===== config.mk =====
export PLATFORM = sky130hd
export DESIGN_NAME = trace_rst_sequencer
export DESIGN_NICKNAME = d
export VERILOG_FILES = /design/src/rtl/trace_rst_sequencer.sv
export SDC_FILE = /design/constraint.sdc
export NUM_CORES = 1
export LEC_CHECK = 0
export BUFFER_PORTS_ARGS = -buffer_cell sky130_fd_sc_hd__buf_2
export CAP_MARGIN = 15
export CORE_ASPECT_RATIO = 1.2
export CORE_UTILIZATION = 58
export DETAILED_ROUTE_END_ITERATION = 10
export PLACE_DENSITY = 0.95
export RECOVER_POWER = 50
export SLEW_MARGIN = 20
export SYNTH_ARGS = -nofsm -noshare
export SYNTH_HDL_FRONTEND = slang
export SYNTH_SLANG_ARGS = --single-unit

===== constraint.sdc =====
create_clock -name clk -period 6.1 [get_ports clk]
set_input_delay 1.22 -clock clk [delete_from_list [all_inputs] [get_ports clk]]
set_output_delay 1.22 -clock clk [all_outputs]
set_load 0.05 [all_outputs]

===== src/rtl/trace_rst_sequencer.sv =====
// Trace reset sequencer: reset synchronizer, free-running cycle counter and the
// IDLE/SETTLE/ACTIVE/DRAIN/DONE trace lifecycle. Drain timeout: TRACE_RST_SEQUENCER_TIMEOUT_EN.
module trace_rst_sequencer #(
    parameter int SETTLE_CYCLES = 3,
    parameter int DRAIN_TIMEOUT = 16,
    parameter int CNT_W         = 64
) (
    input  logic             clk,
    input  logic             rst,
    input  logic             stop_req,
    input  logic             agent_busy,
    output logic             rst_sync_n,
    output logic             trace_en,
    output logic             trace_start,
    output logic             trace_stop,
    output logic [CNT_W-1:0] clkcnt,
    output logic [2:0]       state,
    output logic             timeout_err
);

    typedef enum logic [2:0] {
        ST_IDLE   = 3'd0,
        ST_SETTLE = 3'd1,
        ST_ACTIVE = 3'd2,
        ST_DRAIN  = 3'd3,
        ST_DONE   = 3'd4
    } state_e;

    localparam int SET_W = (SETTLE_CYCLES > 1) ? $clog2(SETTLE_CYCLES) : 1;

    state_e             state_q, state_d;
    logic               sync1_q, sync1_d;
    logic               sync2_q, sync2_d;
    logic [SET_W-1:0]   settle_cnt_q, settle_cnt_d;
    logic               stop_pend_q, stop_pend_d;
    logic [CNT_W-1:0]   clkcnt_q, clkcnt_d;
    logic               trace_en_q, trace_en_d;
    logic               trace_start_q, trace_start_d;
    logic               trace_stop_q, trace_stop_d;
    logic               timeout_err_q, timeout_err_d;
    logic               settle_last;

`ifdef TRACE_RST_SEQUENCER_TIMEOUT_EN
    localparam int DR_W = (DRAIN_TIMEOUT > 1) ? $clog2(DRAIN_TIMEOUT) : 1;
    logic [DR_W-1:0]    drain_cnt_q, drain_cnt_d;
    logic               drain_last;
    assign drain_last = (int'(drain_cnt_q) == DRAIN_TIMEOUT - 1);
`endif

    assign settle_last = (int'(settle_cnt_q) == SETTLE_CYCLES - 1);

    always_comb begin
        // NOTE: every variable gets its default first so no path can infer a latch.
        state_d       = state_q;
        sync1_d       = 1'b1;
        sync2_d       = sync1_q;
        settle_cnt_d  = settle_cnt_q;
        stop_pend_d   = stop_pend_q;
        clkcnt_d      = clkcnt_q;
        timeout_err_d = timeout_err_q;
`ifdef TRACE_RST_SEQUENCER_TIMEOUT_EN
        drain_cnt_d   = drain_cnt_q;
`endif

        // Saturating count of cycles since the synchronized reset released.
        if (sync2_q && (clkcnt_q != '1)) clkcnt_d = clkcnt_q + 1'b1;

        case (state_q)
            ST_IDLE: begin
                if (stop_req) stop_pend_d = 1'b1;
                if (sync2_q) begin
                    settle_cnt_d = '0;
                    state_d      = (SETTLE_CYCLES == 0) ? ST_ACTIVE : ST_SETTLE;
                end
            end
            ST_SETTLE: begin
                if (stop_req) stop_pend_d = 1'b1;
                if (settle_last) state_d = ST_ACTIVE;
                else             settle_cnt_d = settle_cnt_q + 1'b1;
            end
            ST_ACTIVE: begin
                if (stop_pend_q || stop_req) begin
                    state_d = ST_DRAIN;
`ifdef TRACE_RST_SEQUENCER_TIMEOUT_EN
                    drain_cnt_d = '0;
`endif
                end
            end
            ST_DRAIN: begin
                if (!agent_busy) begin
                    state_d = ST_DONE;
                end
`ifdef TRACE_RST_SEQUENCER_TIMEOUT_EN
                else if (drain_last) begin
                    state_d       = ST_DONE;
                    timeout_err_d = 1'b1;
                end else begin
                    drain_cnt_d = drain_cnt_q + 1'b1;
                end
`endif
            end
            ST_DONE:  state_d = ST_DONE;
            default:  state_d = ST_IDLE;
        endcase

        // Outputs are registered from the next state so they align with it.
        trace_en_d    = (state_d == ST_ACTIVE);
        trace_start_d = (state_d == ST_ACTIVE) && (state_q != ST_ACTIVE);
        trace_stop_d  = (state_d == ST_DONE) && (state_q != ST_DONE);
    end

    always_ff @(posedge clk or negedge rst) begin
        // NOTE: sequential state uses non-blocking assignments only.
        if (!rst) begin
            state_q       <= ST_IDLE;
            sync1_q       <= 1'b0;
            sync2_q       <= 1'b0;
            settle_cnt_q  <= '0;
            stop_pend_q   <= 1'b0;
            clkcnt_q      <= '0;
            trace_en_q    <= 1'b0;
            trace_start_q <= 1'b0;
            trace_stop_q  <= 1'b0;
            timeout_err_q <= 1'b0;
`ifdef TRACE_RST_SEQUENCER_TIMEOUT_EN
            drain_cnt_q   <= '0;
`endif
        end else begin
            state_q       <= state_d;
            sync1_q       <= sync1_d;
            sync2_q       <= sync2_d;
            settle_cnt_q  <= settle_cnt_d;
            stop_pend_q   <= stop_pend_d;
            clkcnt_q      <= clkcnt_d;
            trace_en_q    <= trace_en_d;
            trace_start_q <= trace_start_d;
            trace_stop_q  <= trace_stop_d;
            timeout_err_q <= timeout_err_d;
`ifdef TRACE_RST_SEQUENCER_TIMEOUT_EN
            drain_cnt_q   <= drain_cnt_d;
`endif
        end
    end

    assign rst_sync_n  = sync2_q;
    assign trace_en    = trace_en_q;
    assign trace_start = trace_start_q;
    assign trace_stop  = trace_stop_q;
    assign clkcnt      = clkcnt_q;
    assign state       = state_q;
`ifdef TRACE_RST_SEQUENCER_TIMEOUT_EN
    assign timeout_err = timeout_err_q;
`else
    assign timeout_err = 1'b0;
`endif

endmodule


==> impl_metrics.env <==
export IMPL_antenna_left=0
export IMPL_gp_congestion=0.962
export IMPL_path_delay_family="simple AND/OR/NAND/NOR gates"
export IMPL_post_route_period_util_pct=43.8
export IMPL_crit_fanout=11
export IMPL_fin_worst_skew_ns=0.0105
export IMPL_wire_per_inst_um=16.9
export IMPL_row_count=31
export IMPL_viasPerCell=6.15
export IMPL_start_util_pct=60.8
export IMPL_die_h_um=89.8
export IMPL_setup_violations=0
export IMPL_cts_root_buf="clkbuf_8"
export IMPL_relSlewSlack_pct=38.6
export IMPL_worstMarginPinSlew_ns=0.921
export IMPL_synth_net_count=380
export IMPL_finalCriticalPeriod_ns=2.67
export IMPL_clk_path_buf_depth=2
export IMPL_hp_class="reg -> reg"
export IMPL_crit_chain="ha_1 -> and3_1 -> and3_1 -> and4_1 -> a21oi_1 -> buf_4 -> nand4_1 -> xnor2_1"
export IMPL_worst_slack_ns=3.43
export IMPL_grt_max_degree=76
export IMPL_cts_repair_resize_count=0
export IMPL_ir_drop_uv=246
export IMPL_dp_hpwl_mm=6.48
export IMPL_fmax_mhz=375
export IMPL_num_nets_final=459
export IMPL_wl_mm=9.10
export IMPL_diodes=0
export IMPL_synth_top_cell_by_area="dfrtp_1"
export IMPL_total_power_mw=1.22
export IMPL_pin_count=76
export IMPL_fp_coreArea_mm2=0.00613
export IMPL_h_tree_depth=3
export IMPL_crit_type="reg -> reg"
export IMPL_fp_dieW_um=75.2
export IMPL_cpMaxStageDelayCell="a21oi_1"
export IMPL_synth_area_per_cell_um2=9.97
export IMPL_crit_path_max_incr_delay_ns=0.55
export IMPL_grt_pass1_vias=3092
export IMPL_antenna_found_initial=0
export IMPL_cp_required_ns=6.34
export IMPL_grtUsageTotal_pct=29.5
export IMPL_drive_gt1_share_pct=15.1
export IMPL_num_vias=3309
export IMPL_clock_sink_count=75
export IMPL_synthesis_area_mm2=0.00373
export IMPL_maxCapViolCount=0
export IMPL_crit_path_end_kind="register"
export IMPL_dp_cells=524
export IMPL_powerDensity_mw_per_mm2=281
export IMPL_yosysSeqAreaShare_pct=50.3
export IMPL_cp_num_buf_inv=1
export IMPL_grt_pass1_wl_mm=14.9
export IMPL_synth_edf_count=0
export IMPL_synth_distinct_cells=38
export IMPL_ys_async_sr_fraction_pct=100
export IMPL_arrival_ns=2.91
export IMPL_grt_ovfl_total=0
export IMPL_power_leakage_nw=1.99
export IMPL_cts_setup_buffers=0
export IMPL_port_buffers=74
export IMPL_ys_top_cells_by_area="dfrtp_1 (50%), xnor2_1 (11%), nand3_1 (4.7%), nand4_1 (4.4%), nand2_1 (4.3%)"
export IMPL_fin_util_pct=70.7
export IMPL_nFillCells=477
export IMPL_drtIter0Drc=275
export IMPL_synthFlopType="dfrtp_1"
export IMPL_postPlaceCellArea_mm2=0.00418
export IMPL_status="finished clean"
export IMPL_die_area_mm2=0.00675
export IMPL_hold_violations=0
export IMPL_fin_area_mm2=0.00433
export IMPL_syn_to_final_growth_pct=16.1
export IMPL_critPathLaunchType="register"
export IMPL_synth_top_area_share_pct=50.3
export IMPL_dp_slack_ns=3.51
export IMPL_cts_tree="yes"
export IMPL_slew_viol_final=0
export IMPL_tns_ns=0
export IMPL_cts_made_buffers=9
export IMPL_synth_seq_cells=75
export IMPL_rsz0062_at_grt="no"
export IMPL_postCtsHoldBufs=0
export IMPL_fin_cells=538
export IMPL_synth_cells=374
export IMPL_fin_hold_ws_ns=0.351
export IMPL_crit_path_frequent_cell="and3_1"
export IMPL_clk_latency_ns=0.35
export IMPL_synth_warnings=0
export IMPL_drc_errors=0
export IMPL_first_pass_iters=6
export IMPL_clkTransAtPathRegs_ns=0.07
-- Yosys cell counts, types with 2 or more instances --
master	instances
and2_1	7
and3_1	22
a21oi_1	3
clkbuf_1	4
nor2_1	23
o21ai_2	2
xnor2_1	47
a22o_1	3
inv_1	7
nand2b_1	4
nor3_1	11
nand2_1	43
xor2_1	16
or4_1	4
o21ai_0	2
nand4_1	26
dfrtp_1	75
conb_1	2
and4_1	8
ha_1	2
nand3_1	35
nor4_1	12
-- worst reg2reg max path, cell delays in order, from the launching register on --
cell and delay, ns:
dfrtp_1 0.43, ha_1 0.23, and3_1 0.26, and3_1 0.23, and4_1 0.21, a21oi_1 0.55
buf_4 0.31, nand4_1 0.14, xnor2_1 0.19
-- placed cells by master (no fill, tap or decap), types with 3 or more instances in the layout --
cell | Yosys | routed
nor4_1 | 12 | 12
nor2_1 | 23 | 23
or4_1 | 4 | 4
inv_1 | 7 | 7
xor2_1 | 16 | 16
a22o_1 | 3 | 3
xnor2_1 | 47 | 47
dfrtp_1 | 75 | 75
and3_1 | 22 | 22
nor3_1 | 11 | 11
a21oi_1 | 3 | 3
clkbuf_1 | 4 | 26
nand4_1 | 26 | 26
buf_2 | 1 | 48
nand2b_1 | 4 | 4
and4_1 | 8 | 8
nand3_1 | 35 | 35
and2_1 | 7 | 7
nand2_1 | 43 | 43
clkbuf_8 | 0 | 10
-- cells by family after synthesis --
family	after synthesis	share of synthesized area, %
adder cells (fa/ha/maj)	2	0.671
AND/OR/NAND/NOR	202	29.1
XOR/XNOR	63	14.8
multiplexers	1	0.268
flip-flops	75	50.3
other	2	0.201
buffers and inverters	14	1.54
AO/OA/AOI/OAI	15	3.09
-- layout make-up --
type	instances	area (µm²)	area share, %
clock inverter	3	40.0	0.925
clock buffer	11	141	3.26
multi-input combinational	285	1790	41.4
tap	82	103	2.37
timing repair buffer	75	349	8.06
inverter	7	26.3	0.607
sequential	75	1880	43.3
-- sequential cells by signal, indices dropped and copies added, names as in the netlist --
name          count
clkcnt           64
state             3
settle_cnt_q      2
rst_sync_n        1
stop_pend_q       1
sync1_q           1
trace_en          1
trace_start       1
trace_stop        1
-- per-layer routing --
layer | routed length, µm | share of wire, % | vias up | track usage, %
met4 | 376 | 4.1 | 0 | 13.4
li1 | - | - | 1483 | -
met5 | 0 | 0 | - | 0
met2 | 4330 | 48 | 196 | 46.1
met1 | 3670 | 40 | 1584 | 38.3
met3 | 721 | 7.9 | 46 | 7.29
-- power breakdown --
part | leakage (nW) | total (mW) | switching (mW) | internal (mW)
clock | 0.0950 | 0.364 | 0.170 | 0.194
sequential | 1.02 | 0.586 | 0.0486 | 0.537
combinational | 0.872 | 0.269 | 0.194 | 0.0751
total | 1.99 | 1.22 | 0.412 | 0.806
-- final timing paths --
check / startpoint / slack, ns / depth (start not counted) / end
worst min register to register: sync1_q / 0.35 / 0 / rst_sync_n
worst max-delay path: clkcnt[0] / 3.43 / 8 / clkcnt[45]
min in group asynchronous: rst / 1.00 / 1 / sync1_q
worst max register to register: clkcnt[0] / 3.43 / 8 / clkcnt[45]
worst min-delay path: sync1_q / 0.35 / 0 / rst_sync_n
max in group asynchronous: rst / 4.50 / 1 / clkcnt[51]
Note: power is estimated with default switching activity, not from simulation.
